File: src/rtl/ccff_loader_pkg.sv
// Shared FSM state type and counter-width helper for the configuration-chain loader.
// No logic of its own; imported by the loader and its word shifter.
package ccff_loader_pkg;

    localparam int ST_W = 3;

    typedef enum logic [ST_W-1:0] {
        ST_IDLE   = 3'd0,
        ST_FETCH  = 3'd1,
        ST_SHIFT  = 3'd2,
        ST_SETTLE = 3'd3,
        ST_DONE   = 3'd4,
        ST_ERROR  = 3'd5
    } state_e;

    // Width able to hold the values 0..n inclusive.
    function automatic int cnt_w(input int n);
        return (n < 1) ? 1 : $clog2(n + 1);
    endfunction

endpackage

File: src/rtl/ccff_word_shifter.sv
// Holds one bitstream word and presents it LSB first, one bit per shift, flagging the last bit.
// Load/shift take effect on the next edge; it never stalls, the caller decides when to shift.
module ccff_word_shifter #(
    parameter int WORD_W = 8
) (
    input  logic              clk,
    input  logic              rst_n,
    input  logic              load_i,
    input  logic              shift_i,
    input  logic [WORD_W-1:0] word_i,
    output logic              bit_o,
    output logic              last_o
);

    localparam int IW = (WORD_W > 1) ? $clog2(WORD_W) : 1;
    localparam logic [IW-1:0] LAST_IDX = IW'(WORD_W - 1);

    logic [WORD_W-1:0] word_q, word_d;
    logic [IW-1:0]     idx_q, idx_d;

    always_ff @(posedge clk or negedge rst_n) begin
        if (!rst_n) begin
            word_q <= '0;
            idx_q  <= '0;
        end else begin
            word_q <= word_d;
            idx_q  <= idx_d;
        end
    end

    always_comb begin
        word_d = word_q;
        idx_d  = idx_q;
        if (load_i) begin
            word_d = word_i;
            idx_d  = '0;
        end else if (shift_i && !last_o) begin
            word_d = word_q >> 1;
            idx_d  = idx_q + 1'b1;
        end
    end

    assign bit_o  = word_q[0];
    assign last_o = (idx_q == LAST_IDX);

endmodule

File: src/rtl/ccff_loader.sv
// Streams CHAIN_LEN bitstream bits into a configuration flip-flop chain, one strobe per bit.
// One handshake cycle per word, SETTLE_CYCLES after the last bit; bs_ready only in FETCH.
module ccff_loader
    import ccff_loader_pkg::*;
#(
    parameter int CHAIN_LEN     = 1024,
    parameter int WORD_W        = 8,
    parameter int SETTLE_CYCLES = 4,
    parameter int TIMEOUT       = 255
) (
    input  logic              clk,
    input  logic              rst_n,
    input  logic              start,
    input  logic              abort,
    input  logic [WORD_W-1:0] bs_data,
    input  logic              bs_valid,
    output logic              bs_ready,
    output logic              ccff_head,
    output logic              prog_clk_en,
    output logic              busy,
    output logic              done,
    output logic              error
);

    localparam int BW = cnt_w(CHAIN_LEN);
    localparam int TW = cnt_w(TIMEOUT);
    localparam int SW = cnt_w(SETTLE_CYCLES);
    localparam logic [BW-1:0] LAST_BIT  = BW'(CHAIN_LEN - 1);
    localparam logic [TW-1:0] TO_LAST   = TW'(TIMEOUT - 1);
    localparam logic [SW-1:0] STL_LAST  = SW'(SETTLE_CYCLES - 1);

    state_e          state_q, state_d;
    logic [BW-1:0]   bit_cnt_q, bit_cnt_d;
    logic [TW-1:0]   to_cnt_q, to_cnt_d;
    logic [SW-1:0]   stl_cnt_q, stl_cnt_d;
    logic            xfer, sh_bit, sh_last;

    assign xfer = bs_valid & bs_ready;

    ccff_word_shifter #(.WORD_W(WORD_W)) u_shifter (
        .clk     (clk),
        .rst_n   (rst_n),
        .load_i  (xfer),
        .shift_i (prog_clk_en),
        .word_i  (bs_data),
        .bit_o   (sh_bit),
        .last_o  (sh_last)
    );

    always_ff @(posedge clk or negedge rst_n) begin
        if (!rst_n) begin
            state_q   <= ST_IDLE;
            bit_cnt_q <= '0;
            to_cnt_q  <= '0;
            stl_cnt_q <= '0;
        end else begin
            state_q   <= state_d;
            bit_cnt_q <= bit_cnt_d;
            to_cnt_q  <= to_cnt_d;
            stl_cnt_q <= stl_cnt_d;
        end
    end

    always_comb begin
        state_d   = state_q;
        bit_cnt_d = bit_cnt_q;
        to_cnt_d  = to_cnt_q;
        stl_cnt_d = stl_cnt_q;
        case (state_q)
            ST_IDLE, ST_DONE, ST_ERROR: begin
                if (start) begin
                    state_d   = ST_FETCH;
                    bit_cnt_d = '0;
                    to_cnt_d  = '0;
                    stl_cnt_d = '0;
                end
            end
            ST_FETCH: begin
                if (abort) begin
                    state_d = ST_ERROR;
                end else if (bs_valid) begin
                    state_d  = ST_SHIFT;
                    to_cnt_d = '0;
                end else begin
                    to_cnt_d = to_cnt_q + 1'b1;
                    if (to_cnt_q == TO_LAST) state_d = ST_ERROR;
                end
            end
            ST_SHIFT: begin
                if (abort) begin
                    state_d = ST_ERROR;
                end else begin
                    bit_cnt_d = bit_cnt_q + 1'b1;
                    // Chain completion wins over word end: spare bits of the last word are dropped.
                    if (bit_cnt_q == LAST_BIT) begin
                        state_d   = ST_SETTLE;
                        stl_cnt_d = '0;
                    end else if (sh_last) begin
                        state_d = ST_FETCH;
                    end
                end
            end
            ST_SETTLE: begin
                if (abort) begin
                    state_d = ST_ERROR;
                end else begin
                    stl_cnt_d = stl_cnt_q + 1'b1;
                    if (stl_cnt_q == STL_LAST) state_d = ST_DONE;
                end
            end
            default: state_d = ST_IDLE;
        endcase
    end

    // Abort gates the handshake and the strobe combinationally so neither can slip through.
    always_comb begin
        bs_ready    = 1'b0;
        prog_clk_en = 1'b0;
        ccff_head   = 1'b0;
        busy        = 1'b0;
        done        = 1'b0;
        error       = 1'b0;
        case (state_q)
            ST_FETCH: begin
                busy     = 1'b1;
                bs_ready = ~abort;
            end
            ST_SHIFT: begin
                busy        = 1'b1;
                prog_clk_en = ~abort;
                ccff_head   = sh_bit & ~abort;
            end
            ST_SETTLE: busy  = 1'b1;
            ST_DONE:   done  = 1'b1;
            ST_ERROR:  error = 1'b1;
            default:   busy  = 1'b0;
        endcase
    end

endmodule

File: config.mk
export PLATFORM = sky130hd
export DESIGN_NAME = ccff_loader
export DESIGN_NICKNAME = d
export VERILOG_FILES = /design/src/rtl/ccff_loader_pkg.sv /design/src/rtl/ccff_word_shifter.sv /design/src/rtl/ccff_loader.sv
export SDC_FILE = /design/constraint.sdc
export NUM_CORES = 1
export LEC_CHECK = 0
export ABC_CLOCK_PERIOD_IN_PS = 2000
export BUFFER_PORTS_ARGS = -buffer_cell sky130_fd_sc_hd__buf_4
export CAP_MARGIN = 20
export CORE_ASPECT_RATIO = 0.75
export CORE_UTILIZATION = 53
export DETAILED_ROUTE_END_ITERATION = 8
export PLACE_DENSITY_LB_ADDON = 0.15
export SYNTH_ARGS = -nofsm -noshare
export SYNTH_HDL_FRONTEND = slang
export SYNTH_SLANG_ARGS = --single-unit
File: constraint.sdc
create_clock -name clk -period 2 [get_ports clk]
set_input_delay 0.2 -clock clk [delete_from_list [all_inputs] [get_ports clk]]
set_output_delay 0.2 -clock clk [all_outputs]
set_load 0.005 [all_outputs]
==> flow_metrics.env <==
export IMPL_ys_warnings_count=0
export IMPL_dpl_hpwl_mm=3.05
export IMPL_r2r_start="state_q[0]"
export IMPL_p_leak_nw=1.10
export IMPL_cts_buffers=5
export IMPL_design_area_um2=2360
export IMPL_min_from="bs_data[0]"
export IMPL_synth_compound_area_share_pct=21.1
export IMPL_die_area_um2=3990
export IMPL_post_route_drc_count=0
export IMPL_cts_sinks=36
export IMPL_synth_xor_area_share_pct=1.77
export IMPL_synth_ff_type="dfrtp_1"
export IMPL_clk_pin_slew_ns=0.07
export IMPL_crit_type="flop to flop"
export IMPL_fin_crit_sh_pct=97.4
export IMPL_place_ws_ns=0.0162
export IMPL_drtPass1Iterations=4
export IMPL_hold_viol_final=0
export IMPL_hold_path_class="primary input to flop"
export IMPL_clock_tree_buffer_depth=2
export IMPL_die_w_um=72.6
export IMPL_antenna_found_initial=0
export IMPL_post_cts_repair_setup_buffers=0
export IMPL_synth_seq_cells=36
export IMPL_p_sw_mw=0.876
export IMPL_ys_top_cells_by_count="dfrtp_1, nor2_1, o31ai_1, a21oi_1, a22o_1"
export IMPL_worstRegToRegCells=5
export IMPL_syn_inst=197
export IMPL_async_flop_share_pct=100
export IMPL_start_kind="flop"
export IMPL_worstReg2RegEnd="bit_cnt_q[6]"
export IMPL_hold_depth=3
export IMPL_synth_cell_types=42
export IMPL_syn2layout_area_growth_pct=19.2
export IMPL_core_area_um2=3420
export IMPL_min_to="u_shifter.word_q[0]"
export IMPL_ys_seq_area_share_pct=45.4
export IMPL_grt_overflow_total=0
export IMPL_cts_root_buffer="clkbuf_8"
export IMPL_synth_fp_nets=217
export IMPL_track_usage_pct=24.8
export IMPL_htreeDepth=2
export IMPL_fin_util_pct=69.1
export IMPL_grt_max_degree=37
export IMPL_ir_drop_v=0.000765
export IMPL_cp_startpoint="state_q[0]"
export IMPL_synth_top_family_by_area="compound AO/OA/AOI/OAI gates"
export IMPL_combPwrFrac_pct=38.8
export IMPL_p_sw_share_pct=35.2
export IMPL_grt_pass1_wl_mm=7.29
export IMPL_grt_pass1_vias=1599
export IMPL_required_ns=2.21
export IMPL_initial_core_util_pct=57.9
export IMPL_routed_wirelength_mm=4.31
export IMPL_synth_top_area_cell="dfrtp_1"
export IMPL_max_freq_mhz=513
export IMPL_cp_end_kind="flop"
export IMPL_via_count=1657
export IMPL_placed_area_um2=2250
export IMPL_internal_power_mw=1.62
export IMPL_synth_avg_cell_area_um2=10.1
export IMPL_antenna_left=0
export IMPL_cts_tree="done"
export IMPL_yosys_top_cells_area="dfrtp_1, o31ai_1, a22o_1, ha_1, mux2_2"
export IMPL_place_congestion=0.896
export IMPL_clock_latency_ns=0.29
export IMPL_dp_cells=270
export IMPL_num_antenna_cells=0
export IMPL_worstMarginPinSlew_ns=0.558
export IMPL_clkPwrFrac_pct=21.3
export IMPL_worst_slack_ns=0.0520
export IMPL_worstPathArrival_ns=2.16
export IMPL_ioPinCount=19
export IMPL_slew_headroom_pct=62.5
export IMPL_synth_edf_count=0
export IMPL_nets=248
export IMPL_synthAdderAreaFrac_pct=4.42
export IMPL_synth_top_cell_area_share_pct=45.4
export IMPL_finalMaxSlewViolations=0
export IMPL_syn_area_um2=1980
export IMPL_finalPower_mw=2.49
export IMPL_period_minus_slack_ns=1.95
export IMPL_fin_cells=279
export IMPL_drive_above_1_share_pct=24.5
export IMPL_skew_ns=0.00715
export IMPL_drt_wirelength_per_cell_um=15.4
export IMPL_synthMuxAreaShare_pct=3.34
export IMPL_io_buffers=18
export IMPL_cellPowerDensity_nw_per_um2=1050
export IMPL_p_seq_share_pct=39.9
export IMPL_drt_iter0_markers=149
export IMPL_cp_max_fo=14
export IMPL_die_h_um=55.0
export IMPL_yosysMostFrequentCell="dfrtp_1"
export IMPL_max_cap_violations=0
export IMPL_ff2ff_setup_slack_ns=0.05
export IMPL_viasPerCell=5.94
export IMPL_num_rows=18
export IMPL_yosys_area_share_simple_pct=19.7
export IMPL_setup_viol=0
export IMPL_outcome="finished clean"
[worst max path at each step]
stage | end | slack (ns) | cells past startpoint
floorplan | bit_cnt_q[5] | 0.02 | 7
global placement | state_q[2] | 0.15 | 5
detailed placement | state_q[0] | 0.02 | 5
CTS | state_q[0] | 0.01 | 5
global route | bit_cnt_q[7] | -0.003 | 5
finish | bit_cnt_q[6] | 0.05 | 5
[critical path: stages (launching register included)]
cell and delay (ns):
dfrtp_1 0.40, or4b_4 0.60, clkinv_4 0.10, a31oi_4 0.07, or4_1 0.56, a21oi_1 0.15
[layout make-up]
| class | instances | area [um2] |
|---|---|---|
| Multi-Input combinational cell | 144 | 1020 |
| Clock buffer | 8 | 90.1 |
| Tap cell | 50 | 62.6 |
| Timing Repair Buffer | 34 | 258 |
| Sequential cell | 36 | 902 |
| Fill cell | 271 | 1060 |
| Inverter | 7 | 31.3 |
[power by group through the flow]
stage / registers, mW / logic [mW] / clock network (mW)
final: 0.994 / 0.967 / 0.530
after global routing: 1.01 / 1.07 / 0.571
after CTS: 0.988 / 0.951 / 0.538
after detailed placement: 1.00 / 0.941 / 0
after global placement: 0.983 / 0.900 / 0
after floorplan: 0.967 / 0.649 / 0
[cell usage in the layout (no fill, tap or decap), drive strengths merged, types with 4 or more instances in the layout]
master,instances
nand4,6
or4,6
a21oi,10
dfrtp,36
and3,4
nor2,16
inv,6
ha,7
clkbuf,8
nand2,9
nand2b,5
a21o,6
buf,33
o31ai,13
mux2,5
a22o,10
o21ai,9
[per-layer routing]
metal  share of wire [%]  up-vias  global-route usage (%)
li1                    -      803                       -
met1                  48      803                    31.2
met2                  47       44                    42.4
met3                 4.4        7                    5.43
met4                 1.1        0                    10.8
met5                   0        -                       0
[through the flow]
step / hold WS (ns) / TNS (ns)
3_3_place_gp: 0.179 / 0
2_1_floorplan: -0.0956 / 0
6_report: 0.141 / 0
5_1_grt: 0.150 / -0.00448
4_1_cts: 0.136 / 0
3_5_place_dp: 0.186 / 0
[kinds of logic after synthesis]
logic type,Yosys count
xor gates and xnor gates,4
muxes,6
adders and majority gates,7
DFF,36
buffers and inverters,17
AOI/OAI and AO/OA,58
and+or+nand+nor,69
[flip-flops by register name, summed over array words and instances, names as in the netlist]
register and count:
u_shifter.idx_q 3, to_cnt_q 8, bit_cnt_q 11, state_q 3, stl_cnt_q 3, u_shifter.word_q 8
[what timing repair did]
action / 4_1_cts / 5_1_grt
hold buffers: 1 / 0
endpoints found under the setup margin: 0 / 4
resized for setup: 0 / 5
hold endpoints to repair: 36 / 0
Power figures use the tool's default switching activity.
